<file path="src/rtl/spi_cmd_decoder.sv">
// spi_cmd_decoder: decodes {CMD,INDEX,DATA} SPI frames into strobes.
// Define SPI_DEC_WDOG_EN to add the comm watchdog (comm_timeout).
module spi_cmd_decoder #(
  parameter int N_CONTACTORS = 8,
`ifdef SPI_DEC_WDOG_EN
  parameter int WDOG_CYCLES = 1_000_000,
`endif
  localparam int IDX_W =
    (N_CONTACTORS > 1) ? $clog2(N_CONTACTORS) : 1
) (
  input  logic                      clk,
  input  logic                      rst_n,
  input  logic                      frame_start,
  input  logic                      frame_end,
  input  logic                      rx_valid,
  input  logic [7:0]                rx_byte,
  output logic [7:0]                tx_byte,
  output logic                      tx_load,
  input  logic [2*N_CONTACTORS-1:0] contactor_state,
  input  logic [2*N_CONTACTORS-1:0] contactor_fb,
  input  logic                      feedback_timeout,
  input  logic [1:0]                thermal_shutdown,
  input  logic [7:0]                shutdown_status,
  output logic                      contactor_we,
  output logic [IDX_W-1:0]          contactor_idx,
  output logic [1:0]                contactor_val,
  output logic                      shutdown_we,
  output logic [7:0]                shutdown_cmd,
  output logic                      pg_shutdown_we,
  output logic                      pg_shutdown,
  output logic                      reset_req,
  output logic                      clear_errors,
  output logic                      invalid_request,
  output logic                      comm_timeout
);

  localparam logic [7:0] OP_RD_CONT = 8'h01;
  localparam logic [7:0] OP_RD_FB   = 8'h02;
  localparam logic [7:0] OP_RD_STAT = 8'h03;
  localparam logic [7:0] OP_RD_SHDN = 8'h04;
  localparam logic [7:0] OP_WR_CONT = 8'h81;
  localparam logic [7:0] OP_WR_CTRL = 8'h82;
  localparam logic [7:0] OP_WR_SHDN = 8'h83;
  localparam logic [7:0] OP_WR_PG   = 8'h84;
  localparam logic [8:0] N_LIM = 9'(N_CONTACTORS);

  typedef enum logic [2:0] {
    S_IDLE, S_CMD, S_IDX, S_DATA, S_DONE
  } state_t;

  typedef struct packed {
    logic       fb_timeout;
    logic       invalid;
    logic [1:0] thermal;
    logic [3:0] rsvd;
  } status_reg_t;

  typedef struct packed {
    logic [5:0] rsvd;
    logic [1:0] pm;
  } contactor_data_t;

  state_t           state_q, state_d;
  logic [7:0]       op_q, op_d;
  logic [IDX_W-1:0] idx_q, idx_d;
  logic [7:0]       data_q, data_d;
  logic             bad_q, bad_d;
  logic [7:0]       tx_byte_q, tx_byte_d;
  logic             tx_load_q, tx_load_d;
  logic             cwe_q, cwe_d;
  logic [IDX_W-1:0] cidx_q, cidx_d;
  logic [1:0]       cval_q, cval_d;
  logic             swe_q, swe_d;
  logic [7:0]       scmd_q, scmd_d;
  logic             pgwe_q, pgwe_d;
  logic             pg_q, pg_d;
  logic             rreq_q, rreq_d;
  logic             clr_q, clr_d;
  logic             inv_q, inv_d;

`ifdef SPI_DEC_WDOG_EN
  localparam int CNT_W = $clog2(WDOG_CYCLES + 1);
  localparam logic [CNT_W-1:0] CNT_RLD = CNT_W'(WDOG_CYCLES);
  logic [CNT_W-1:0] cnt_q, cnt_d;
  logic             tmo_q, tmo_d;
`endif

  logic [IDX_W-1:0] rx_idx;
  logic             idx_ok;
  logic             op_known;
  logic             op_indexed;
  logic             commit;
  logic             set_err;
  logic [7:0]       resp;
  status_reg_t      status;
  contactor_data_t  cdata;

  assign rx_idx = rx_byte[IDX_W-1:0];
  assign idx_ok = {1'b0, rx_byte} < N_LIM;
  assign op_known = rx_byte inside {
    OP_RD_CONT, OP_RD_FB, OP_RD_STAT, OP_RD_SHDN,
    OP_WR_CONT, OP_WR_CTRL, OP_WR_SHDN, OP_WR_PG};
  assign op_indexed = op_q inside {
    OP_RD_CONT, OP_RD_FB, OP_WR_CONT};

  // Response is built from the index byte as it arrives.
  always_comb begin
    status = '{
      fb_timeout: feedback_timeout,
      invalid:    inv_q,
      thermal:    thermal_shutdown,
      rsvd:       4'h0};
    cdata = '0;
    resp  = 8'h00;
    case (op_q)
      OP_RD_CONT: begin
        cdata.pm = contactor_state[{rx_idx, 1'b0} +: 2];
        resp = idx_ok ? cdata : 8'hFF;
      end
      OP_RD_FB: begin
        cdata.pm = contactor_fb[{rx_idx, 1'b0} +: 2];
        resp = idx_ok ? cdata : 8'hFF;
      end
      OP_RD_STAT: resp = status;
      OP_RD_SHDN: resp = shutdown_status;
      default:    resp = 8'h00;
    endcase
  end

  always_comb begin
    state_d   = state_q;
    op_d      = op_q;
    idx_d     = idx_q;
    data_d    = data_q;
    bad_d     = bad_q;
    tx_byte_d = tx_byte_q;
    tx_load_d = 1'b0;
    cwe_d     = 1'b0;
    cidx_d    = cidx_q;
    cval_d    = cval_q;
    swe_d     = 1'b0;
    scmd_d    = scmd_q;
    pgwe_d    = 1'b0;
    pg_d      = pg_q;
    rreq_d    = 1'b0;
    clr_d     = 1'b0;
    inv_d     = inv_q;
    commit    = 1'b0;
    set_err   = 1'b0;

    if (frame_end) begin
      if (state_q != S_IDLE) begin
        state_d   = S_IDLE;
        tx_byte_d = 8'h00;
        if (state_q == S_DONE && !bad_q) commit = 1'b1;
        else set_err = 1'b1;
      end
    end else if (frame_start) begin
      if (state_q != S_IDLE) set_err = 1'b1;
      state_d   = S_CMD;
      bad_d     = 1'b0;
      tx_byte_d = 8'h00;
    end else if (rx_valid) begin
      unique case (state_q)
        S_IDLE: ;
        S_CMD: begin
          op_d    = rx_byte;
          state_d = S_IDX;
          if (!op_known) begin
            bad_d   = 1'b1;
            set_err = 1'b1;
          end
        end
        S_IDX: begin
          idx_d     = rx_idx;
          tx_byte_d = resp;
          tx_load_d = 1'b1;
          state_d   = S_DATA;
          if (op_indexed && !idx_ok) begin
            bad_d   = 1'b1;
            set_err = 1'b1;
          end
        end
        S_DATA: begin
          data_d  = rx_byte;
          state_d = S_DONE;
        end
        S_DONE: begin
          bad_d   = 1'b1;
          set_err = 1'b1;
        end
      endcase
    end

    if (commit) begin
      case (op_q)
        OP_WR_CONT: begin
          cwe_d  = 1'b1;
          cidx_d = idx_q;
          cval_d = data_q[1:0];
        end
        OP_WR_CTRL: begin
          rreq_d = data_q[0];
          clr_d  = data_q[1];
        end
        OP_WR_SHDN: begin
          swe_d  = 1'b1;
          scmd_d = data_q;
        end
        OP_WR_PG: begin
          pgwe_d = 1'b1;
          pg_d   = data_q[0];
        end
        default: ;
      endcase
    end

    // A new error outranks a simultaneous clear.
    if (set_err) inv_d = 1'b1;
    else if (commit && op_q == OP_WR_CTRL && data_q[1])
      inv_d = 1'b0;

`ifdef SPI_DEC_WDOG_EN
    cnt_d = cnt_q;
    tmo_d = tmo_q;
    if (commit) begin
      cnt_d = CNT_RLD;
      tmo_d = 1'b0;
    end else if (cnt_q != '0) begin
      cnt_d = cnt_q - 1'b1;
      if (cnt_q == CNT_W'(1)) begin
        tmo_d  = 1'b1;
        pgwe_d = 1'b1;
        pg_d   = 1'b1;
      end
    end
`endif
  end

  always_ff @(posedge clk or negedge rst_n) begin
    if (!rst_n) begin
      state_q   <= S_IDLE;
      op_q      <= 8'h00;
      idx_q     <= '0;
      data_q    <= 8'h00;
      bad_q     <= 1'b0;
      tx_byte_q <= 8'h00;
      tx_load_q <= 1'b0;
      cwe_q     <= 1'b0;
      cidx_q    <= '0;
      cval_q    <= 2'b00;
      swe_q     <= 1'b0;
      scmd_q    <= 8'h00;
      pgwe_q    <= 1'b0;
      pg_q      <= 1'b0;
      rreq_q    <= 1'b0;
      clr_q     <= 1'b0;
      inv_q     <= 1'b0;
`ifdef SPI_DEC_WDOG_EN
      cnt_q     <= CNT_RLD;
      tmo_q     <= 1'b0;
`endif
    end else begin
      state_q   <= state_d;
      op_q      <= op_d;
      idx_q     <= idx_d;
      data_q    <= data_d;
      bad_q     <= bad_d;
      tx_byte_q <= tx_byte_d;
      tx_load_q <= tx_load_d;
      cwe_q     <= cwe_d;
      cidx_q    <= cidx_d;
      cval_q    <= cval_d;
      swe_q     <= swe_d;
      scmd_q    <= scmd_d;
      pgwe_q    <= pgwe_d;
      pg_q      <= pg_d;
      rreq_q    <= rreq_d;
      clr_q     <= clr_d;
      inv_q     <= inv_d;
`ifdef SPI_DEC_WDOG_EN
      cnt_q     <= cnt_d;
      tmo_q     <= tmo_d;
`endif
    end
  end

  assign tx_byte         = tx_byte_q;
  assign tx_load         = tx_load_q;
  assign contactor_we    = cwe_q;
  assign contactor_idx   = cidx_q;
  assign contactor_val   = cval_q;
  assign shutdown_we     = swe_q;
  assign shutdown_cmd    = scmd_q;
  assign pg_shutdown_we  = pgwe_q;
  assign pg_shutdown     = pg_q;
  assign reset_req       = rreq_q;
  assign clear_errors    = clr_q;
  assign invalid_request = inv_q;
`ifdef SPI_DEC_WDOG_EN
  assign comm_timeout    = tmo_q;
`else
  assign comm_timeout    = 1'b0;
`endif

endmodule

</file>
<file path="config.mk">
export PLATFORM = sky130hd
export DESIGN_NAME = spi_cmd_decoder
export DESIGN_NICKNAME = d
export VERILOG_FILES = /design/src/rtl/spi_cmd_decoder.sv
export SDC_FILE = /design/constraint.sdc
export NUM_CORES = 1
export LEC_CHECK = 0
export BUFFER_PORTS_ARGS = -buffer_cell sky130_fd_sc_hd__buf_4
export CAP_MARGIN = 20
export CORE_ASPECT_RATIO = 0.75
export CORE_UTILIZATION = 30
export CTS_BUF_LIST = sky130_fd_sc_hd__clkbuf_8 sky130_fd_sc_hd__clkbuf_16
export CTS_CLUSTER_DIAMETER = 120
export CTS_CLUSTER_SIZE = 25
export DETAILED_ROUTE_END_ITERATION = 12
export PLACE_DENSITY_LB_ADDON = 0.1
export SLEW_MARGIN = 10
export SYNTH_ARGS = -nofsm -noshare
export SYNTH_HDL_FRONTEND = slang
export SYNTH_SLANG_ARGS = --single-unit
export TNS_END_PERCENT = 10
</file>
<file path="constraint.sdc">
create_clock -name clk -period 3.66 [get_ports clk]
set_input_delay 0.732 -clock clk [delete_from_list [all_inputs] [get_ports clk]]
set_output_delay 0.732 -clock clk [all_outputs]
set_load 0.01 [all_outputs]
</file>
==> results.txt <==
input/output buffers -> 84
GPL Wtd Cong -> 0.8195
largest net degree at the start of global routing -> 53
Period minus WS final -> 2225 ps
drt wl/cell -> 15.39 um
post-synthesis cell count -> 222
aggregate global routing overflow -> 0
share of cells above drive strength 1 -> 44.12%
FMAX -> 449.5 MHz
Final Cycle Share -> 60.79%
final slew viol count -> 0
Seq/Total Area, Yosys -> 50.66%
TritonCTS buffer count -> 5
Die Y -> 82.14 um
arrival time worst endpoint -> 2380 ps
CTS resizes -> 0
max_cap viols -> 0
synthesized cell area -> 2569 um^2
Distinct cells, synth -> 41
1st-iter DRT viols -> 123
Starting Density -> 31.74%
final std cells w/o fill -> 411
final setup violation count -> 0
Placed Cells incl. Taps -> 403
clock latency on the worst-skew pair -> 290 ps
top-area cell type share of the netlist area -> 50.66%
Die W -> 108.9 um
EDFF count, synth -> 0
Critical Path Sink Type -> flip-flop
worst clock skew -> 5.075 ps
root buf cell -> clkbuf_16
vias in the first global route -> 1,851
Detailed Routing Iterations Pass 1 -> 4
average size of a mapped cell -> 11.57 um^2
Power Density -> 406.3 nW/um^2
Ys Warns -> 0
Rows -> 28
Least-Margin Pin Slew -> 659.1 ps
Final ANT Viol Nets -> 0
initial antenna violation count -> 0
Net Count, Synth -> 278
placed cell area -> 3303 um^2
clk slew on worst S/H paths -> 70 ps
ant diodes -> 0
largest area contributor in the netlist -> dfrtp_1
crit-path max FO -> 3
H-tree levels -> 2
P_leak -> 1.695 nW
clk buf depth -> 2
drt drc -> 0
Worst Path Class, Setup -> in2reg
fin area -> 3471 um^2
nets@finish -> 361
Final WS setup -> 1435 ps
core area -> 8093 um^2
Yosys reg bits -> 52
Min-Delay Path Class -> in2async
Post-CTS Setup Repair Bufs -> 0
vias per std cell -> 4.881
Final HPWL DP -> 4697 um
first-pass GRT wire length -> 9763 um
Worst IR Drop VDD -> 0.2488 mV
GRT Overall Usage -> 14.38%
Worst R2R Setup Slack -> 1520 ps
Area Overhead vs Synth -> 35.12%
Routed WL -> 6324 um
CTS tree -> done
RSZ-0062 raised after global routing -> false
Synth area leaders -> dfrtp_1 51%, mux2_2 11%, mux4_2 7.0%
relative slew slack -> 55.82%
ys flop type -> dfrtp_1
Worst Path Required -> 3810 ps
final hold vios -> 0
Total Power -> 1.410 mW
via count of the routed design -> 2,006
clock tree sinks -> 52
fin util -> 42.89%
CTS Hold Bufs -> 0
TNS Setup -> 0 ps
Place WS -> 1174 ps
CP Launch Type -> input pin
I/O pins -> 86
status -> completed
WHS -> 480.0 ps
Async SR Flop Fraction -> 100.0%
die area -> 8940 um^2
## cell usage in the layout (no fill, tap or decap), types with 3 or more instances in the layout
cell	instances
dfrtp_1	52
o211ai_1	4
nand2_1	25
and3_1	3
nor3_1	6
mux2i_1	4
clkbuf_16	5
mux2_2	24
nor2_1	13
buf_4	86
nand2b_1	5
inv_1	10
o21ai_1	6
a31oi_1	5
mux2_1	5
a22o_1	4
o21ai_0	4
mux4_2	8
a21oi_1	8
## sequential cells by signal, summed over array words and instances, names as in the netlist
name / cells
pg_shutdown: 1
shutdown_we: 1
reset_req: 1
clear_errors: 1
tx_load: 1
op_q: 8
shutdown_cmd: 8
contactor_we: 1
state_q: 3
idx_q: 3
tx_byte: 8
data_q: 8
contactor_val: 2
pg_shutdown_we: 1
bad_q: 1
invalid_request: 1
contactor_idx: 3
## power breakdown
group | internal (mW) | switching [mW]
Clock | 0.321 | 0.207
Combinational | 0.120 | 0.116
Sequential | 0.606 | 0.0398
## area by class of cell
cell class | count | area, um^2
Fill cell | 782 | 4622
Sequential cell | 52 | 1301
Multi-Input combinational cell | 150 | 1187
Timing Repair Buffer | 86 | 645.6
Tap cell | 105 | 131.4
Clock buffer | 5 | 125.1
Clock inverter | 3 | 42.54
Inverter | 10 | 37.54
## layer usage
| layer | vias up | share of wire (%) | global-route usage [%] |
|---|---|---|---|
| met5 | - | 0 | 0 |
| met4 | 0 | 0.73 | 3.649 |
| met3 | 4 | 5.8 | 3.061 |
| met2 | 58 | 43 | 19.94 |
| met1 | 975 | 51 | 22.28 |
| li1 | 969 | - | - |
## kinds of logic (layout without fill, tap and decap cells)
| family | after synthesis | count (layout) | synth area share, % |
|---|---|---|---|
| other | 1 | 1 | 0.1460 |
| buffers and inverters | 20 | 104 | 3.118 |
| muxes | 41 | 41 | 21.29 |
| xor gates and xnor gates | 1 | 1 | 0.3410 |
| DFF | 52 | 52 | 50.66 |
| AOI/OAI and AO/OA | 39 | 39 | 9.888 |
| and+or+nand+nor | 68 | 68 | 14.56 |
## synth_stat cells, types with 2 or more instances
| cell type | count |
|---|---|
| nand3_1 | 2 |
| inv_1 | 10 |
| o211ai_1 | 4 |
| a211oi_1 | 2 |
| o21ai_0 | 4 |
| mux2_2 | 24 |
| mux4_2 | 8 |
| a311oi_1 | 2 |
| or3_4 | 2 |
| dfrtp_1 | 52 |
| nand2b_1 | 5 |
| nor4_1 | 2 |
| nor2_1 | 13 |
| mux2_1 | 5 |
| clkbuf_1 | 6 |
| nor3_2 | 2 |
| buf_1 | 2 |
| a22o_1 | 4 |
| and3_1 | 3 |
| mux2i_1 | 4 |
| a21oi_1 | 8 |
| nand2_1 | 25 |
| a31oi_1 | 5 |
| o21ai_1 | 6 |
| nor3_1 | 6 |
## critical path: stages
cell	delay (ps)
buf_4	110
or4_1	590
o311ai_0	360
a21oi_1	150
a31oi_1	300
o211ai_1	140
## final timing paths
kind	startpoint	end	cells past startpoint
min in group clk	idx_q[1]	idx_q[1]	2
max reg2reg	op_q[3]	tx_byte[1]	4
max	rx_byte[6]	invalid_request	6
min	rst_n	contactor_we	1
min reg2reg	idx_q[1]	idx_q[1]	2
max in group asynchronous	rst_n	tx_byte[1]	1
Note: power is estimated with default switching activity, not from simulation.
